$ cat src/rtl/dcache_refill_ctrl_if.sv
// Bundle of the refill engine's request, memory and fill signals.
// The master side is the cache plus memory; the slave side is the refill engine.
interface dcache_refill_ctrl_if;
  logic         req_valid;
  logic [1:0]   req_mode;
  logic [31:0]  req_addr;
  logic [108:0] req_set;

  logic         mem_req_valid;
  logic         mem_req_ready;
  logic         mem_req_we;
  logic [31:0]  mem_req_addr;
  logic [31:0]  mem_req_wdata;
  logic         mem_rsp_valid;
  logic [31:0]  mem_rsp_rdata;

  logic         fill_valid;
  logic [108:0] fill_line;
  logic [31:0]  fill_addr;
  logic         busy;
  logic         err;

  modport master (
    output req_valid, req_mode, req_addr, req_set,
    output mem_req_ready, mem_rsp_valid, mem_rsp_rdata,
    input  mem_req_valid, mem_req_we, mem_req_addr, mem_req_wdata,
    input  fill_valid, fill_line, fill_addr, busy, err
  );

  modport slave (
    input  req_valid, req_mode, req_addr, req_set,
    input  mem_req_ready, mem_rsp_valid, mem_rsp_rdata,
    output mem_req_valid, mem_req_we, mem_req_addr, mem_req_wdata,
    output fill_valid, fill_line, fill_addr, busy, err
  );
endinterface

$ cat src/rtl/dcache_refill_ctrl.sv
// Miss/refill engine for the 2-way data cache: optional dirty-victim writeback,
// single-word fetch, and a rebuilt 109-bit set image delivered as a one-cycle fill.
module dcache_refill_ctrl #(
  parameter int unsigned TIMEOUT_CYCLES = 255,
  parameter bit          VICTIM_INIT    = 1'b0
) (
  input logic                 CLK,
  input logic                 RESET,
  dcache_refill_ctrl_if.slave bus
);
  typedef enum logic [2:0] {IDLE, WB, RD, WAIT, FILL} state_t;

  localparam logic [15:0] TMO = 16'(TIMEOUT_CYCLES);

  state_t       state_q, state_d;
  logic [15:0]  cnt_q;
  logic         ptr_q;
  logic         vic_q, use_ptr_q;
  logic [31:0]  addr_q, rdata_q;
  logic [108:0] set_q;
  logic         req_ok, wb_needed, vic_sel, vic_ptr, timeout;

  // Returns {victim chosen by the round-robin pointer, victim way}.
  function automatic logic [1:0] pick_victim(input logic [108:0] s, input logic [19:0] tag,
                                             input logic ptr);
    if (!s[53])                 return 2'b00;
    else if (!s[108])           return 2'b01;
    else if (s[51:32] == tag)   return 2'b00;
    else if (s[105:86] == tag)  return 2'b01;
    else                        return {1'b1, ptr};
  endfunction

  // Victim way becomes valid/clean with the new tag and word; way1's aux bit
  // is cleared only when way1 is the one being replaced.
  function automatic logic [108:0] rebuild(input logic [108:0] s, input logic way,
                                           input logic [19:0] tag, input logic [31:0] d);
    logic [108:0] r;
    r = s;
    if (way) r[108:54] = {1'b1, 1'b0, 1'b0, tag, d};
    else     r[53:0]   = {1'b1, 1'b0, tag, d};
    return r;
  endfunction

  assign req_ok             = bus.req_valid && (bus.req_mode == 2'b01 || bus.req_mode == 2'b10);
  assign {vic_ptr, vic_sel} = pick_victim(bus.req_set, bus.req_addr[31:12], ptr_q);
  assign wb_needed          = (bus.req_mode == 2'b10) &&
                              (vic_sel ? bus.req_set[107] : bus.req_set[52]);

  always_comb begin
    state_d           = state_q;
    timeout           = 1'b0;
    bus.mem_req_valid = 1'b0;
    bus.mem_req_we    = 1'b0;
    bus.mem_req_addr  = '0;
    bus.mem_req_wdata = '0;
    bus.fill_valid    = 1'b0;
    bus.fill_line     = '0;
    bus.fill_addr     = '0;
    bus.busy          = (state_q != IDLE);
    case (state_q)
      IDLE: if (req_ok) state_d = wb_needed ? WB : RD;
      WB: begin
        if (cnt_q == TMO) begin
          timeout = 1'b1;
          state_d = IDLE;
        end else begin
          bus.mem_req_valid = 1'b1;
          bus.mem_req_we    = 1'b1;
          bus.mem_req_addr  = {(vic_q ? set_q[105:86] : set_q[51:32]), addr_q[11:2], 2'b00};
          bus.mem_req_wdata = vic_q ? set_q[85:54] : set_q[31:0];
          if (bus.mem_req_ready) state_d = RD;
        end
      end
      RD: begin
        if (cnt_q == TMO) begin
          timeout = 1'b1;
          state_d = IDLE;
        end else begin
          bus.mem_req_valid = 1'b1;
          bus.mem_req_addr  = {addr_q[31:2], 2'b00};
          if (bus.mem_req_ready) state_d = WAIT;
        end
      end
      WAIT: begin
        if (cnt_q == TMO) begin
          timeout = 1'b1;
          state_d = IDLE;
        end else if (bus.mem_rsp_valid) begin
          state_d = FILL;
        end
      end
      FILL: begin
        bus.fill_valid = 1'b1;
        bus.fill_line  = rebuild(set_q, vic_q, addr_q[31:12], rdata_q);
        bus.fill_addr  = addr_q;
        state_d        = IDLE;
      end
      default: state_d = IDLE;
    endcase
    bus.err = timeout;
  end

  always_ff @(posedge CLK or negedge RESET) begin
    if (!RESET) begin
      state_q <= IDLE;
      cnt_q   <= '0;
      ptr_q   <= VICTIM_INIT;
    end else begin
      state_q <= state_d;
      if (state_d != state_q)
        cnt_q <= '0;
      else if (state_q == WB || state_q == RD || state_q == WAIT)
        cnt_q <= cnt_q + 16'd1;
      if (state_q == FILL && use_ptr_q)
        ptr_q <= ~ptr_q;
    end
  end

  // Request image and response word; only ever read in states that follow their capture.
  always_ff @(posedge CLK) begin
    if (state_q == IDLE && req_ok) begin
      addr_q    <= bus.req_addr;
      set_q     <= bus.req_set;
      vic_q     <= vic_sel;
      use_ptr_q <= vic_ptr;
    end
    if (state_q == WAIT && bus.mem_rsp_valid)
      rdata_q <= bus.mem_rsp_rdata;
  end
endmodule

$ cat src/flat_wrapper.sv
// flat-port wrapper written by rule: the top's interface ports become plain ports
module dcache_refill_ctrl_flat 
#(
  parameter int unsigned TIMEOUT_CYCLES = 255,
  parameter bit          VICTIM_INIT    = 1'b0
)
  (CLK, RESET, bus_req_valid, bus_req_mode, bus_req_addr, bus_req_set, bus_mem_req_ready, bus_mem_rsp_valid, bus_mem_rsp_rdata, bus_mem_req_valid, bus_mem_req_we, bus_mem_req_addr, bus_mem_req_wdata, bus_fill_valid, bus_fill_line, bus_fill_addr, bus_busy, bus_err);
  dcache_refill_ctrl_if bus_i ();
  input logic CLK;
  input logic RESET;
  input wire logic [$bits(bus_i.req_valid)-1:0] bus_req_valid;
  input wire logic [$bits(bus_i.req_mode)-1:0] bus_req_mode;
  input wire logic [$bits(bus_i.req_addr)-1:0] bus_req_addr;
  input wire logic [$bits(bus_i.req_set)-1:0] bus_req_set;
  input wire logic [$bits(bus_i.mem_req_ready)-1:0] bus_mem_req_ready;
  input wire logic [$bits(bus_i.mem_rsp_valid)-1:0] bus_mem_rsp_valid;
  input wire logic [$bits(bus_i.mem_rsp_rdata)-1:0] bus_mem_rsp_rdata;
  output wire logic [$bits(bus_i.mem_req_valid)-1:0] bus_mem_req_valid;
  output wire logic [$bits(bus_i.mem_req_we)-1:0] bus_mem_req_we;
  output wire logic [$bits(bus_i.mem_req_addr)-1:0] bus_mem_req_addr;
  output wire logic [$bits(bus_i.mem_req_wdata)-1:0] bus_mem_req_wdata;
  output wire logic [$bits(bus_i.fill_valid)-1:0] bus_fill_valid;
  output wire logic [$bits(bus_i.fill_line)-1:0] bus_fill_line;
  output wire logic [$bits(bus_i.fill_addr)-1:0] bus_fill_addr;
  output wire logic [$bits(bus_i.busy)-1:0] bus_busy;
  output wire logic [$bits(bus_i.err)-1:0] bus_err;
  assign bus_i.req_valid = bus_req_valid;
  assign bus_i.req_mode = bus_req_mode;
  assign bus_i.req_addr = bus_req_addr;
  assign bus_i.req_set = bus_req_set;
  assign bus_i.mem_req_ready = bus_mem_req_ready;
  assign bus_i.mem_rsp_valid = bus_mem_rsp_valid;
  assign bus_i.mem_rsp_rdata = bus_mem_rsp_rdata;
  assign bus_mem_req_valid = bus_i.mem_req_valid;
  assign bus_mem_req_we = bus_i.mem_req_we;
  assign bus_mem_req_addr = bus_i.mem_req_addr;
  assign bus_mem_req_wdata = bus_i.mem_req_wdata;
  assign bus_fill_valid = bus_i.fill_valid;
  assign bus_fill_line = bus_i.fill_line;
  assign bus_fill_addr = bus_i.fill_addr;
  assign bus_busy = bus_i.busy;
  assign bus_err = bus_i.err;
  dcache_refill_ctrl #(.TIMEOUT_CYCLES(TIMEOUT_CYCLES), .VICTIM_INIT(VICTIM_INIT)) u_core (.CLK(CLK), .RESET(RESET), .bus(bus_i));
endmodule
$ cat config.mk
export PLATFORM = sky130hd
export DESIGN_NAME = dcache_refill_ctrl_flat
export DESIGN_NICKNAME = d
export VERILOG_FILES = /design/src/rtl/dcache_refill_ctrl_if.sv /design/src/rtl/dcache_refill_ctrl.sv /design/src/flat_wrapper.sv
export SDC_FILE = /design/constraint.sdc
export NUM_CORES = 1
export LEC_CHECK = 0
export ABC_CLOCK_PERIOD_IN_PS = 11400
export CAP_MARGIN = 20
export CELL_PAD_IN_SITES_DETAIL_PLACEMENT = 2
export CELL_PAD_IN_SITES_GLOBAL_PLACEMENT = 2
export CORE_MARGIN = 2
export CORE_UTILIZATION = 29
export CTS_CLUSTER_DIAMETER = 80
export DETAILED_ROUTE_END_ITERATION = 8
export PLACE_DENSITY_LB_ADDON = 0.15
export SLEW_MARGIN = 10
export SYNTH_ARGS = -nofsm -noshare
export SYNTH_HDL_FRONTEND = slang
export SYNTH_SLANG_ARGS = --single-unit
$ cat constraint.sdc
create_clock -name CLK -period 11.4 [get_ports CLK]
set_clock_uncertainty 0.1 [all_clocks]
set_input_delay 1.71 -clock CLK [delete_from_list [all_inputs] [get_ports CLK]]
set_output_delay 1.71 -clock CLK [all_outputs]
set_load 0.05 [all_outputs]
==> run summary <==
Cell internal power was estimated by the tool at 1.608 mW. The run gives 4 as the initial antenna violation count. Last weighted congestion value of the routability-driven placer: 0.8423.

The run gives 34,810 µm² as the die outline area. The mapped netlist covers 9667 µm². After detailed routing, the total wire length is 36,430 µm.

In this run, synthesis inferred 175 flip-flops with an integrated enable. The cell area reported after detailed placement is 13,980 µm², and the clock network fraction of design power is 21.6%. For the net switching power figure, the log shows 1.206 mW. The via count came out at 7,677.

Design area: 14,620 µm². The max-cap check violation count was 0. Measured along the x axis, the die boundary spans 186.6 µm. In this run the post-CTS setup repair buffer count came out at 0.

The number of clock sinks seen by CTS was 195. The first detailed-routing pass took 4 iterations. STA classifies the critical path endpoint as an output pin. For this run, the number of Yosys warnings is 0. The sequential cell fraction of total power came out at 33.4%.

The first global-routing pass estimated 53,700 µm of wire. For the minimum setup slack after placement, the log shows 6.097 ns. The hold violation total from the final report is 0, and the count of nets after finishing is 1,338.

The flow ran to the end, and the final reports show no timing, DRC or antenna violations. Sequential share of the synthesized area: 59.54%. The max-slew violation count was 0; the total number of placement rows was 66. The fraction of final layout cells with drive strength greater than 1 was 5.731%; the number of inserted filler cells in the final layout was 3,356. For this design the ratio of total power to cell area is 192.5 nW/µm². The starting utilization of the core area was 29.56%; the mean instance size in the synthesized netlist was 12.28 µm².

Of all cell types, the one taking the most synthesized area is sky130_fd_sc_hd__edfxtp_1. The worst path arrival time is 3.90 ns, and the final routed wire length divided by cell count is 22.54 µm. Buffers inserted during clock tree synthesis total 17. In this run, synthesis produced a sequential element count of 195. Entering global routing, the biggest net connects 149 pins. The worst-case IR drop observed on VDD is 0.0001039 V.

Clock-pin slew was measured on the worst setup and hold paths at 0.07 ns. The global-route usage over all layers is 20.59%. The critical path is of the reg2out type. By count the netlist is led by 175 x sky130_fd_sc_hd__edfxtp_1, 158 x sky130_fd_sc_hd__mux2i_1, 151 x sky130_fd_sc_hd__nor2_1.

The core box area is 32,700 µm². The clock reaches the later pin of the worst-skew pair after 0.44 ns. Maximum root-to-sink buffer count: 2.

Counting tap cells, the placed design contains a total of 1,577 instances. The routed design could run at a clock period as short as 5.708 ns. Relative to the synthesized area, the layout overhead comes to 51.27%. The setup slack of the most critical reg-to-reg path was 8.11 ns. The cell chosen for the clock root was sky130_fd_sc_hd__clkbuf_16.

The run gives 0 as the final global-route overflow total. Along the worst path, the maximum fanout reaches 68. After synthesis, the share of flip-flops with an asynchronous set or reset is 10.26%.

Final hold analysis gives a worst-case slack of 0.3768 ns. The fraction of power consumed by combinational cells is 44.9%. The type of the most critical hold path was reg2reg. By area the synthesized netlist is led by sky130_fd_sc_hd__edfxtp_1 54%, sky130_fd_sc_hd__mux2i_1 16%, sky130_fd_sc_hd__nor2_1 5.9%. The data required time of the worst path is 9.59 ns.

Startpoint type of the worst setup path: a register. The post-CTS resize count is 0, and the number of H-tree branching levels is 4. Net switching is 42.86% of the power. In the routed design, unresolved DRC markers number 0. Number of buffers inserted for hold repair after clock tree synthesis: 0. In the post-synthesis netlist, the cell with the most instances is sky130_fd_sc_hd__edfxtp_1. The first routing iteration left 207 violations.

The share of the clock period used by the worst path after layout is 50.07%. Summed over all cells, the static leakage comes to 5.490 nW. TritonCTS built the clock tree. The floorplan step set the die height to 186.6 µm.

The via count of the first global-routing pass is 8,338, and the fmax is 0.1752 GHz. For the headroom to the max-slew limit, the log shows 34.58%. The via-per-instance ratio is 4.751, and the final-report setup violation count is 0. The finished layout holds 1,616 standard cells, fillers aside. Setup repair after global routing left no endpoint under its margin. The actual transition at the worst max-transition pin is 0.9814 ns, and the placed wire-length estimate is 26,350 µm. The primary flip-flop cell chosen by synthesis mapping is sky130_fd_sc_hd__edfxtp_1. Input and output buffers added on the ports amount to 387. The cell count after synthesis came out at 787.

The minimum setup slack in the final design came out at 5.692 ns. Pin placement for this block handled 390 I/O pins. The synthesized netlist contains 44 unique library cells. After routing, the total negative slack on setup checks comes to 0 ns. The top cell type by area accounts for 54.36% of the synthesized area. Once detail routing completed, the nets flagged for antenna violations numbered 0.
==> worst paths after layout <==
path                                         from                end  depth (start not counted)
worst min-delay path                 u_core.ptr_q       u_core.ptr_q                          1
worst max register to register  u_core.state_q[2]    u_core.cnt_q[4]                          7
worst min register to register       u_core.ptr_q       u_core.ptr_q                          1
worst max-delay path            u_core.state_q[2]  bus_fill_line[52]                          6
max in group asynchronous                   RESET  u_core.state_q[1]                          2
min in group asynchronous                   RESET    u_core.cnt_q[9]                          1
==> cell usage in the layout (no fill, tap or decap), types with 2 or more instances in the layout <==
master / n
sky130_fd_sc_hd__edfxtp_1: 175
sky130_fd_sc_hd__and3_1: 36
sky130_fd_sc_hd__inv_6: 4
sky130_fd_sc_hd__buf_4: 9
sky130_fd_sc_hd__dfrtp_1: 20
sky130_fd_sc_hd__nand4_1: 6
sky130_fd_sc_hd__clkinvlp_4: 2
sky130_fd_sc_hd__nand2_1: 34
sky130_fd_sc_hd__clkbuf_8: 3
sky130_fd_sc_hd__nor2_4: 2
sky130_fd_sc_hd__nor2_1: 148
sky130_fd_sc_hd__nor2_2: 12
sky130_fd_sc_hd__a211oi_2: 2
sky130_fd_sc_hd__nor4_2: 2
sky130_fd_sc_hd__nand2b_1: 2
sky130_fd_sc_hd__mux2i_1: 158
sky130_fd_sc_hd__nor4_1: 6
sky130_fd_sc_hd__clkbuf_16: 19
sky130_fd_sc_hd__nor3b_1: 3
sky130_fd_sc_hd__nor3_1: 4
sky130_fd_sc_hd__xor2_1: 35
sky130_fd_sc_hd__xnor2_1: 21
sky130_fd_sc_hd__ha_1: 2
sky130_fd_sc_hd__inv_1: 7
sky130_fd_sc_hd__a21oi_1: 6
sky130_fd_sc_hd__diode_2: 5
sky130_fd_sc_hd__clkdlybuf4s50_1: 387
sky130_fd_sc_hd__and2_1: 11
sky130_fd_sc_hd__conb_1: 2
sky130_fd_sc_hd__nand3_1: 8
sky130_fd_sc_hd__a31oi_1: 2
sky130_fd_sc_hd__clkbuf_1: 2
sky130_fd_sc_hd__o21ai_0: 20
==> kinds of logic after synthesis <==
family | Yosys count | share of synthesized area [%]
multiplexers | 158 | 16.36
other | 1 | 0.03879
buffers and inverters | 57 | 2.602
XOR/XNOR | 56 | 5.074
AND/OR/NAND/NOR | 283 | 13.85
AO/OA/AOI/OAI | 35 | 2.278
flip-flops | 195 | 59.54
adder cells (fa/ha/maj) | 2 | 0.2588
==> metrics by stage <==
stage | utilization, % | total power [mW]
finish | 44.72 | 2.814
global route | 44.69 | 2.933
CTS | 44.55 | 2.855
detailed placement | 42.75 | 2.233
global placement | 42.75 | 2.216
floorplan | - | 1.751
==> cell type report <==
type | count | area (µm²) | share of cell area (%)
diodes | 5 | 12.51 | 0.08557
clock buffers | 24 | 524.3 | 3.585
clock inverters | 8 | 63.81 | 0.4364
inverters | 7 | 26.28 | 0.1797
multi-input cells | 536 | 3684 | 25.19
flip-flops and latches | 195 | 5756 | 39.36
well taps | 442 | 553.0 | 3.782
repair buffers | 399 | 4004 | 27.38
==> critical path, stage by stage (launching register included) <==
cell and delay, ns:
sky130_fd_sc_hd__dfrtp_1 0.66, sky130_fd_sc_hd__buf_4 0.36, sky130_fd_sc_hd__nand2_4 0.41, sky130_fd_sc_hd__buf_4 0.77, sky130_fd_sc_hd__inv_1 0.22, sky130_fd_sc_hd__and3_1 0.24, sky130_fd_sc_hd__clkdlybuf4s50_1 0.69
==> per-layer routing <==
metal,track usage (%),wire (µm),up-vias
met5,0,0,-
met4,4.670,397,0
met3,7.974,3159,20
met2,35.73,18050,295
met1,24.02,14820,3823
li1,-,-,3539
==> sequential cells by signal, summed over array words and instances, names as in the netlist <==
register,count
u_core.cnt_q,16
u_core.set_q,109
u_core.state_q,3
u_core.addr_q,32
u_core.rdata_q,32
u_core.ptr_q,1
u_core.use_ptr_q,1
u_core.vic_q,1
==> power by group through the flow <==
| stage | clock, mW | combinational (mW) | sequential [mW] |
|---|---|---|---|
| floorplan | 0 | 0.819 | 0.932 |
| global placement | 0 | 1.27 | 0.951 |
| detailed placement | 0 | 1.28 | 0.957 |
| CTS | 0.629 | 1.28 | 0.942 |
| global route | 0.651 | 1.33 | 0.951 |
| finish | 0.609 | 1.26 | 0.941 |
Power figures use the tool's default switching activity.
